--- config.mk ---
export PLATFORM = sky130hd
export DESIGN_NAME = bcd_down_counter
export DESIGN_NICKNAME = d
export VERILOG_FILES = /design/src/rtl/bcd_down_counter_pkg.sv /design/src/rtl/bcd_down_counter_digit.sv /design/src/rtl/bcd_down_counter.sv
export SDC_FILE = /design/constraint.sdc
export NUM_CORES = 1
export LEC_CHECK = 0
export CAP_MARGIN = 20
export CORE_MARGIN = 4
export CORE_UTILIZATION = 45
export CTS_CLUSTER_SIZE = 20
export DETAILED_ROUTE_END_ITERATION = 12
export PLACE_DENSITY = 0.76
export SKIP_LAST_GASP = 1
export SYNTH_ARGS = -nofsm -noshare
export SYNTH_HDL_FRONTEND = slang
export SYNTH_SLANG_ARGS = --single-unit
export TNS_END_PERCENT = 30
--- constraint.sdc ---
create_clock -name clk_i -period 2.2 [get_ports clk_i]
set_input_delay 0.33 -clock clk_i [delete_from_list [all_inputs] [get_ports clk_i]]
set_output_delay 0.33 -clock clk_i [all_outputs]
set_load 0.02 [all_outputs]
--- src/rtl/bcd_down_counter_pkg.sv ---
// ---------------------------------------------------------------------------
// bcd_down_counter_pkg
//   Shared definitions for the BCD countdown timer: FSM state encoding,
//   BCD digit width/limits and the preset sanitising helper.
//   No ports; imported by bcd_down_counter and bcd_down_digit.
// ---------------------------------------------------------------------------
package bcd_down_counter_pkg;

  // Width of one decade digit and the largest legal BCD value.
  localparam int unsigned BCD_W   = 4;
  localparam logic [3:0]  BCD_MAX = 4'd9;

  // Countdown controller states. Encodings are fixed so the display and
  // debug paths can decode them without going through the enum.
  typedef enum logic [1:0] {
    ST_IDLE = 2'd0,
    ST_RUN  = 2'd1,
    ST_DONE = 2'd2
  } state_e;

  // Clamp a nibble to a legal BCD digit: anything above 9 becomes 9, so a
  // garbage preset still yields the longest countdown for that digit rather
  // than an illegal code that would break the borrow chain.
  function automatic logic [3:0] sanitiseNibble(input logic [3:0] nibble);
    logic [3:0] result;
    result = nibble;
    if (nibble > BCD_MAX) begin
      result = BCD_MAX;
    end
    return result;
  endfunction

endpackage

--- src/rtl/bcd_down_counter_digit.sv ---
// ---------------------------------------------------------------------------
// bcd_down_digit
//   One decade cell of the BCD down-counter. Holds a single BCD digit,
//   loads a (pre-sanitised) value, and decrements with 0 -> 9 wrap.
//
//   Ports
//     clk_i         rising-edge clock
//     rst_ni        asynchronous active-low reset (digit clears to 0)
//     load_i        load load_val_i this cycle (wins over dec_i)
//     load_val_i    legal BCD value to load
//     dec_i         borrow-in: decrement this digit this cycle
//     digit_o       current digit value
//     is_zero_o     digit_o == 0
//     borrow_out_o  dec_i & digit == 0, i.e. this digit wraps and the next
//                   more-significant digit must decrement
// ---------------------------------------------------------------------------
module bcd_down_digit
  import bcd_down_counter_pkg::*;
(
  input  logic             clk_i,
  input  logic             rst_ni,
  input  logic             load_i,
  input  logic [BCD_W-1:0] load_val_i,
  input  logic             dec_i,
  output logic [BCD_W-1:0] digit_o,
  output logic             is_zero_o,
  output logic             borrow_out_o
);

  logic [BCD_W-1:0] digit_q;
  logic [BCD_W-1:0] digit_d;
  logic             digitIsZero;

  assign digitIsZero = (digit_q == '0);

  // Next digit value: a load replaces the digit outright; otherwise a borrow
  // in steps it down, wrapping 0 back to 9.
  always_comb begin
    digit_d = digit_q;
    if (load_i) begin
      digit_d = load_val_i;
    end else if (dec_i) begin
      if (digitIsZero) begin
        digit_d = BCD_MAX;
      end else begin
        digit_d = digit_q - 4'd1;
      end
    end
  end

  // Digit storage.
  always_ff @(posedge clk_i or negedge rst_ni) begin
    if (!rst_ni) begin
      digit_q <= '0;
    end else begin
      digit_q <= digit_d;
    end
  end

  assign digit_o      = digit_q;
  assign is_zero_o    = digitIsZero;
  assign borrow_out_o = dec_i & digitIsZero;

endmodule

--- src/rtl/bcd_down_counter.sv ---
// ---------------------------------------------------------------------------
// bcd_down_counter
//   Multi-digit BCD countdown timer. Loads a decimal preset, counts down one
//   step per enabled tick while running, and pulses done when it lands on 0.
//
//   Parameters
//     DIGITS      number of BCD digits (1..8), digit 0 least significant
//
//   Ports
//     clk_i       rising-edge clock
//     rst_ni      asynchronous active-low reset
//     load_i      load sanitised preset, return to IDLE (highest priority)
//     preset_i    BCD preset, nibble i = digit i (nibbles > 9 load as 9)
//     start_i     begin countdown (honoured in IDLE only)
//     en_i        decrement tick (honoured in RUN only)
//     digits_o    current BCD value, nibble i = digit i
//     busy_o      high while in RUN (registered)
//     zero_o      all digits are 0 (combinational on digits_o)
//     done_o      single-cycle pulse on entering DONE
// ---------------------------------------------------------------------------
module bcd_down_counter
  import bcd_down_counter_pkg::*;
#(
  parameter int unsigned DIGITS = 4
) (
  input  logic                    clk_i,
  input  logic                    rst_ni,
  input  logic                    load_i,
  input  logic [BCD_W*DIGITS-1:0] preset_i,
  input  logic                    start_i,
  input  logic                    en_i,
  output logic [BCD_W*DIGITS-1:0] digits_o,
  output logic                    busy_o,
  output logic                    zero_o,
  output logic                    done_o
);

  state_e state_q;
  state_e state_d;
  logic   done_q;
  logic   done_d;

  logic                    decEn;
  logic                    oneLeft;
  logic                    allZero;
  logic [BCD_W*DIGITS-1:0] loadVal;
  logic [BCD_W*DIGITS-1:0] digitVal;
  logic [DIGITS-1:0]       isZero;
  logic [DIGITS:0]         borrow;

  // Borrow chain: digit 0 takes the tick directly, every higher digit takes
  // the borrow-out of the one below, so a digit only moves when all lower
  // digits were 0 before the tick.
  assign borrow[0] = decEn;

  for (genvar g = 0; g < DIGITS; g++) begin : gDigit
    assign loadVal[BCD_W*g +: BCD_W] = sanitiseNibble(preset_i[BCD_W*g +: BCD_W]);

    bcd_down_digit uDigit (
      .clk_i        (clk_i),
      .rst_ni       (rst_ni),
      .load_i       (load_i),
      .load_val_i   (loadVal[BCD_W*g +: BCD_W]),
      .dec_i        (borrow[g]),
      .digit_o      (digitVal[BCD_W*g +: BCD_W]),
      .is_zero_o    (isZero[g]),
      .borrow_out_o (borrow[g+1])
    );
  end

  assign allZero = &isZero;

  // Detect the value 1 (digit 0 == 1, every higher digit 0). The next tick
  // from here lands on 0 and must end the countdown.
  always_comb begin
    oneLeft = (digitVal[BCD_W-1:0] == 4'd1);
    for (int i = 1; i < DIGITS; i++) begin
      oneLeft = oneLeft & isZero[i];
    end
  end

  // State register.
  always_ff @(posedge clk_i or negedge rst_ni) begin
    if (!rst_ni) begin
      state_q <= ST_IDLE;
    end else begin
      state_q <= state_d;
    end
  end

  // Next-state logic. load pre-empts everything; start and en are only
  // looked at in the state that owns them. A borrow out of the top digit
  // can only mean RUN somehow holds 0; stopping in DONE keeps the counter
  // from free-running through 9s in that case.
  always_comb begin
    state_d = state_q;
    if (load_i) begin
      state_d = ST_IDLE;
    end else begin
      unique case (state_q)
        ST_IDLE: begin
          if (start_i) begin
            state_d = allZero ? ST_DONE : ST_RUN;
          end
        end
        ST_RUN: begin
          if (en_i && (oneLeft || borrow[DIGITS])) begin
            state_d = ST_DONE;
          end
        end
        ST_DONE: begin
          state_d = ST_DONE;
        end
        default: begin
          state_d = ST_IDLE;
        end
      endcase
    end
  end

  // Output/control logic: the decrement strobe for the digit chain and the
  // done pulse, which fires only on the cycle DONE is entered.
  always_comb begin
    decEn  = 1'b0;
    done_d = 1'b0;
    if (!load_i) begin
      decEn  = (state_q == ST_RUN) && en_i;
      done_d = (state_d == ST_DONE) && (state_q != ST_DONE);
    end
  end

  // done is registered so it lines up with the DONE state and digits == 0.
  always_ff @(posedge clk_i or negedge rst_ni) begin
    if (!rst_ni) begin
      done_q <= 1'b0;
    end else begin
      done_q <= done_d;
    end
  end

  assign digits_o = digitVal;
  assign busy_o   = (state_q == ST_RUN);
  assign zero_o   = allZero;
  assign done_o   = done_q;

endmodule
; ---- Word level (Yosys, flattened, before mapping)
; Index checks and enable logic that the tools add are counted.
[word_totals]
reg_bits = 19
inputBits = 21
output_inout_bits = 19
[op_classes]
n_addsub = 4
n_lt_le_gt_ge = 4
eq_ne = 5
muxes = 23
bitwise_logic = 7
n_reduce_logical = 14
[ops]
columns = operator, n
row1 = $mux 4, 16
row2 = $gt 4x4->1 const B, 4
row3 = $logic_not 4->1, 4
row4 = $sub 4x1->4 const B, 4
row5 = $mux 2, 4
row6 = $reduce_bool 2->1, 4
row7 = $and 1x1->1, 7
row8 = $pmux 2 s3, 1
row9 = $eq 2x2->1 const B, 2
row10 = $eq 4x1->1 const B, 1
row11 = $reduce_and 4->1, 1
row12 = $logic_and 1x1->1, 3
row13 = $eq 2x1->1 const B, 1
row14 = $logic_not 2->1, 1
row15 = $mux 1, 2
row16 = $ne 2x2->1 const B, 1
row17 = $logic_or 1x1->1, 1

; ---- Longest topological paths before layout
[depth]
ltp_word = 15
depth_mapped = 6

; ---- Cells and area by module
; A second synthesis with hierarchy kept.
[hier_totals]
hier_cells = 135
area_unflattened_um2 = 1244.9
[modules_own_cells]
columns = module, n_inst, cells_per_inst, area_each_um2
row1 = bcd_down_digit, 4, 23, 229.0
row2 = bcd_down_counter, 1, 43, 329.1

; ---- Worst setup path before layout
; OpenSTA, ideal clock, no wires.
[synth_timing]
path_type = register -> output
from = register gDigit[1].uDigit.digit_q[1]
to = output port zero_o
arrival_ns = 1.967
required_ns = 1.870
path_slack_ns = -0.097
path_stages_with_launch = 4
cell_sequence = dfrtp_1 > or4_4 > nand3b_4 > nor4_1
[synth_via]
elab_chain_len = 2
[synth_lines]
columns = item, line
row1 = from (decl), bcd_down_counter_digit.sv:30  ; logic [BCD_W-1:0] digit_q;
row2 = from (signal assigned), bcd_down_counter_digit.sv:56  ; digit_q <= digit_d;
row3 = $logic_not 4->1, bcd_down_counter_digit.sv:34  ; assign digitIsZero = (digit_q == '0);
row4 = $reduce_and 4->1, bcd_down_counter.sv:71  ; assign allZero = &isZero;
row5 = to (decl), bcd_down_counter.sv:34  ; output logic zero_o,
; Every way passes these cells.

; ---- Worst setup path after layout
[layout_timing]
from = register gDigit[1].uDigit.digit_q[0]
to = output port zero_o
; Same word-level chain as after synthesis.

==> metrics.log <==
INFO  metric dr.pass1.iters = 4
INFO  metric maxCapViolations = 0
INFO  metric timing.fmax = approximately 0.48 GHz
INFO  metric detail_route.drc_violations = 0
INFO  metric drv_slew = 0
INFO  metric post_route_setup_tns = 0 ps
INFO  metric cpPeakStageDelay = 530 ps
INFO  metric clkSinkCount = 19
INFO  metric fill_cells = approximately 200
INFO  metric globalRoute.totalOverflow = 0
INFO  metric track_usage = 20.25%
INFO  metric worst_r2r_path_depth = 5
INFO  metric footprint_of_the_flip_flops_and_latches = approximately 480 µm²
INFO  metric io-pin-count = 40
INFO  metric wl = 3296 µm
INFO  metric die_boundary_height = around 60 µm
INFO  metric areaGrowthSynthToFinish = 47.82%
INFO  metric final-setup-viol-count = 0
INFO  metric critPathMaxFanout = 2
INFO  metric buffer_ports.inserted = 39
INFO  metric finalClockSkew = ~6.1 ps
INFO  metric combined_area_of_all_synthesized_cells = ~0.0012 mm²
INFO  metric worst_slew_pin_slew = 500.8 ps
INFO  metric clockRootBuffer = sky130_fd_sc_hd__clkbuf_4
INFO  metric postLayoutCellArea = ~0.0018 mm²
INFO  metric synthCells = between 100 and 150
INFO  metric ant_nets = 0
INFO  metric grt_antenna_before_repair = 0
INFO  metric clk_transition_reported_paths = roughly 110 ps
INFO  metric place.gp.congestion = approximately 0.83
INFO  metric chipWidth = approximately 60 µm
INFO  metric synth-seq-cells = 19
INFO  metric maxSlewHeadroom = about two thirds
INFO  metric clock_buffer_count_from_cts = 3
INFO  metric final_hold_viol_count = 0
INFO  metric pin_count_of_the_biggest_net_entering_global_routing = 20
INFO  metric p_leak = 0.0007259 µW
INFO  metric grt_pass1_wl = roughly 5500 µm
INFO  metric post_dp_cell_area = ~0.0017 mm²
INFO  metric avgViaCountPerCell = approximately 5.7
INFO  metric finalNetCount = ~210
INFO  metric area_occupied_by_multi_input_gates = slightly below 700 µm²
INFO  metric antenna_cells_inserted = 0
INFO  metric cp.required = 1870 ps
INFO  metric effective_utilization_at_floorplan = 47.72%
INFO  metric core-area = around 0.0025 mm²
INFO  metric timing.critical_path.to_type = output pin
INFO  metric drive_above_1_share = about 18%
INFO  metric synth_area_per_cell = 8.786 µm²
INFO  metric irDropWorstVdd = between 0.4 and 0.5 mV
INFO  metric utilization = 70.54%
INFO  metric syn_nets = about 160
INFO  metric count_of_distinct_cell_types_in_the_synthesized_netlist = 36
INFO  metric wl_per_cell = approximately 15 µm
INFO  metric setup_repair_after_global_routing_missed_its_margin = false
INFO  metric crit_path_start_kind = register
INFO  metric synth_sequential_area_ratio = approximately 40%
INFO  metric path_cells = or4_4 > nand3b_4 > nor4_2 > buf_2
INFO  metric ctsLongestPathBuffers = 2
INFO  metric rows = 18
INFO  metric synthesis.yosys.warnings = 0
INFO  metric status = finished clean
INFO  metric fp.dieArea = 0.003566 mm²
INFO  metric tritoncts = built
INFO  metric hpwlAfterDp = around 2500 µm
INFO  metric holdBufCountCts = 0
INFO  metric hold_ws = 356.3 ps
INFO  metric dp.cells = around 220
INFO  metric dr_vias = about 1300
INFO  metric hold_path_class = in -> async
INFO  metric cellPowerDensity = between 500 and 600 mW/mm²
INFO  metric cts-htree-levels = 1
INFO  metric layout_worst_path_cycle_share = approximately 94%
INFO  metric type_of_the_worst_setup_path = reg -> out
INFO  metric timing.final.crit_period = between 2000 and 2500 ps
INFO  metric worstPathArrival = between 1500 and 2000 ps
INFO  metric first_global_vias = ~1200
INFO  metric fin_cells = 222
INFO  metric worst_path_max_delay_cell = sky130_fd_sc_hd__or4_4
INFO  metric detailedRoute.firstIterationViolations = 69
INFO  metric clock_latency = roughly 300 ps
## path summary, 6_finish.rpt
| check | start | end | slack (ps) |
|---|---|---|---|
| hold reg to reg | state_q[1]$_DFF_PN0_ | done_o$_DFF_PN0_ | 530 |
| setup reg to reg | gDigit[1].uDigit.digit_o[0]$_DFFE_PN0P_ | gDigit[3].uDigit.digit_o[0]$_DFFE_PN0P_ | 160 |
| min in group clk_i | state_q[1]$_DFF_PN0_ | done_o$_DFF_PN0_ | 530 |
| setup / recovery | gDigit[1].uDigit.digit_o[0]$_DFFE_PN0P_ | zero_o | 140 |
| hold / removal | rst_ni | gDigit[0].uDigit.digit_o[0]$_DFFE_PN0P_ | 360 |
| max in group asynchronous | rst_ni | gDigit[1].uDigit.digit_o[0]$_DFFE_PN0P_ | 1640 |
## stage by stage
step,total power (µW),setup slack (ps)
4_1_cts,946.7,29.35
5_1_grt,1008,26.84
6_report,939.7,136.2
3_3_place_gp,754.7,-51.06
3_5_place_dp,765.8,-72.09
2_1_floorplan,581.9,122.2
## kinds of logic (layout without fill, tap and decap cells)
group                  count (synthesis)  in the layout  share of synthesized area (%)
buffers and inverters                 12             67                          3.845
XOR/XNOR                               2              2                          1.456
flip-flops                            19             19                          39.50
AO/OA/AOI/OAI                         33             33                          17.98
AND/OR/NAND/NOR                       65             65                          32.22
multiplexers                           6              6                          4.990
## Yosys cell counts (all sizes together)
master / instances / share of area [%]
a21oi: 5 / 2.1
a22oi: 1 / 0.62
a2bb2oi: 1 / 0.73
a31oi: 3 / 1.6
a32oi: 3 / 2.2
and2: 1 / 0.52
buf: 4 / 1.4
clkbuf: 4 / 1.2
dfrtp: 19 / 40
inv: 4 / 1.2
mux2i: 6 / 5.0
nand2: 12 / 3.7
nand3: 2 / 0.83
nand3b: 5 / 4.2
nand4bb: 1 / 0.94
nor2: 14 / 4.4
nor2b: 6 / 3.1
nor3: 5 / 2.5
nor4: 6 / 3.6
nor4b: 2 / 1.5
o21a: 1 / 0.62
o21ai: 9 / 3.7
o22ai: 3 / 1.6
o31a: 2 / 1.5
o31ai: 2 / 1.2
o41ai: 3 / 2.2
or2: 2 / 1.0
or3: 4 / 2.1
or3b: 1 / 0.73
or4: 4 / 3.1
xnor2: 2 / 1.5
## timing repair
| action | CTS | global route |
|---|---|---|
| endpoints found under the setup margin | 1 | 1 |
| pin swaps | 0 | 1 |
| resized for setup | 5 | 0 |
| buffers inserted | 0 | 1 |
## cell usage in the layout (no fill, tap or decap), types with 5 or more instances in the layout
cell                              count
sky130_fd_sc_hd__nand2_1             12
sky130_fd_sc_hd__dfrtp_1             19
sky130_fd_sc_hd__a21oi_1              5
sky130_fd_sc_hd__o21ai_0              9
sky130_fd_sc_hd__nor2b_1              6
sky130_fd_sc_hd__buf_4               20
sky130_fd_sc_hd__mux2i_1              6
sky130_fd_sc_hd__clkdlybuf4s50_1     38
sky130_fd_sc_hd__nor2_1              14
## registers in the layout (all words and copies together), names as in the netlist
signal / count
gDigit.uDigit.digit_o: 16
done_o: 1
state_q: 2
## worst max-delay path, delay by kind of cell, from the launching register on
kind / cells / cell delay (ps)
buf+inv: 1 / 200
flops: 1 / 400
simple gates: 3 / 830
## routing by layer
layer / part of all wire [%] / vias to the layer above / wire [µm] / track usage [%]
li1: - / 621 / - / -
met1: 44 / 602 / 1457 / 26.55
met2: 49 / 35 / 1603 / 32.41
met3: 5.0 / 8 / 166 / 3.672
met4: 2.1 / 0 / 68 / 8.861
met5: 0 / - / 0 / 0
## where the power goes
part	switching (µW)	internal [µW]	leakage (µW)	total, µW
Combinational	170	180	0.000479	349
Sequential	31.5	381	0.000229	413
Clock	110	67.7	0.0000177	178
## area by class of cell
cell class	count	area share (%)
clock inverters	1	0.2813
flip-flops and latches	19	26.72
repair buffers	59	30.10
well taps	30	2.110
inverters	4	0.8439
multi-input cells	106	38.68
clock buffers	3	1.266
Power figures use the tool's default switching activity.
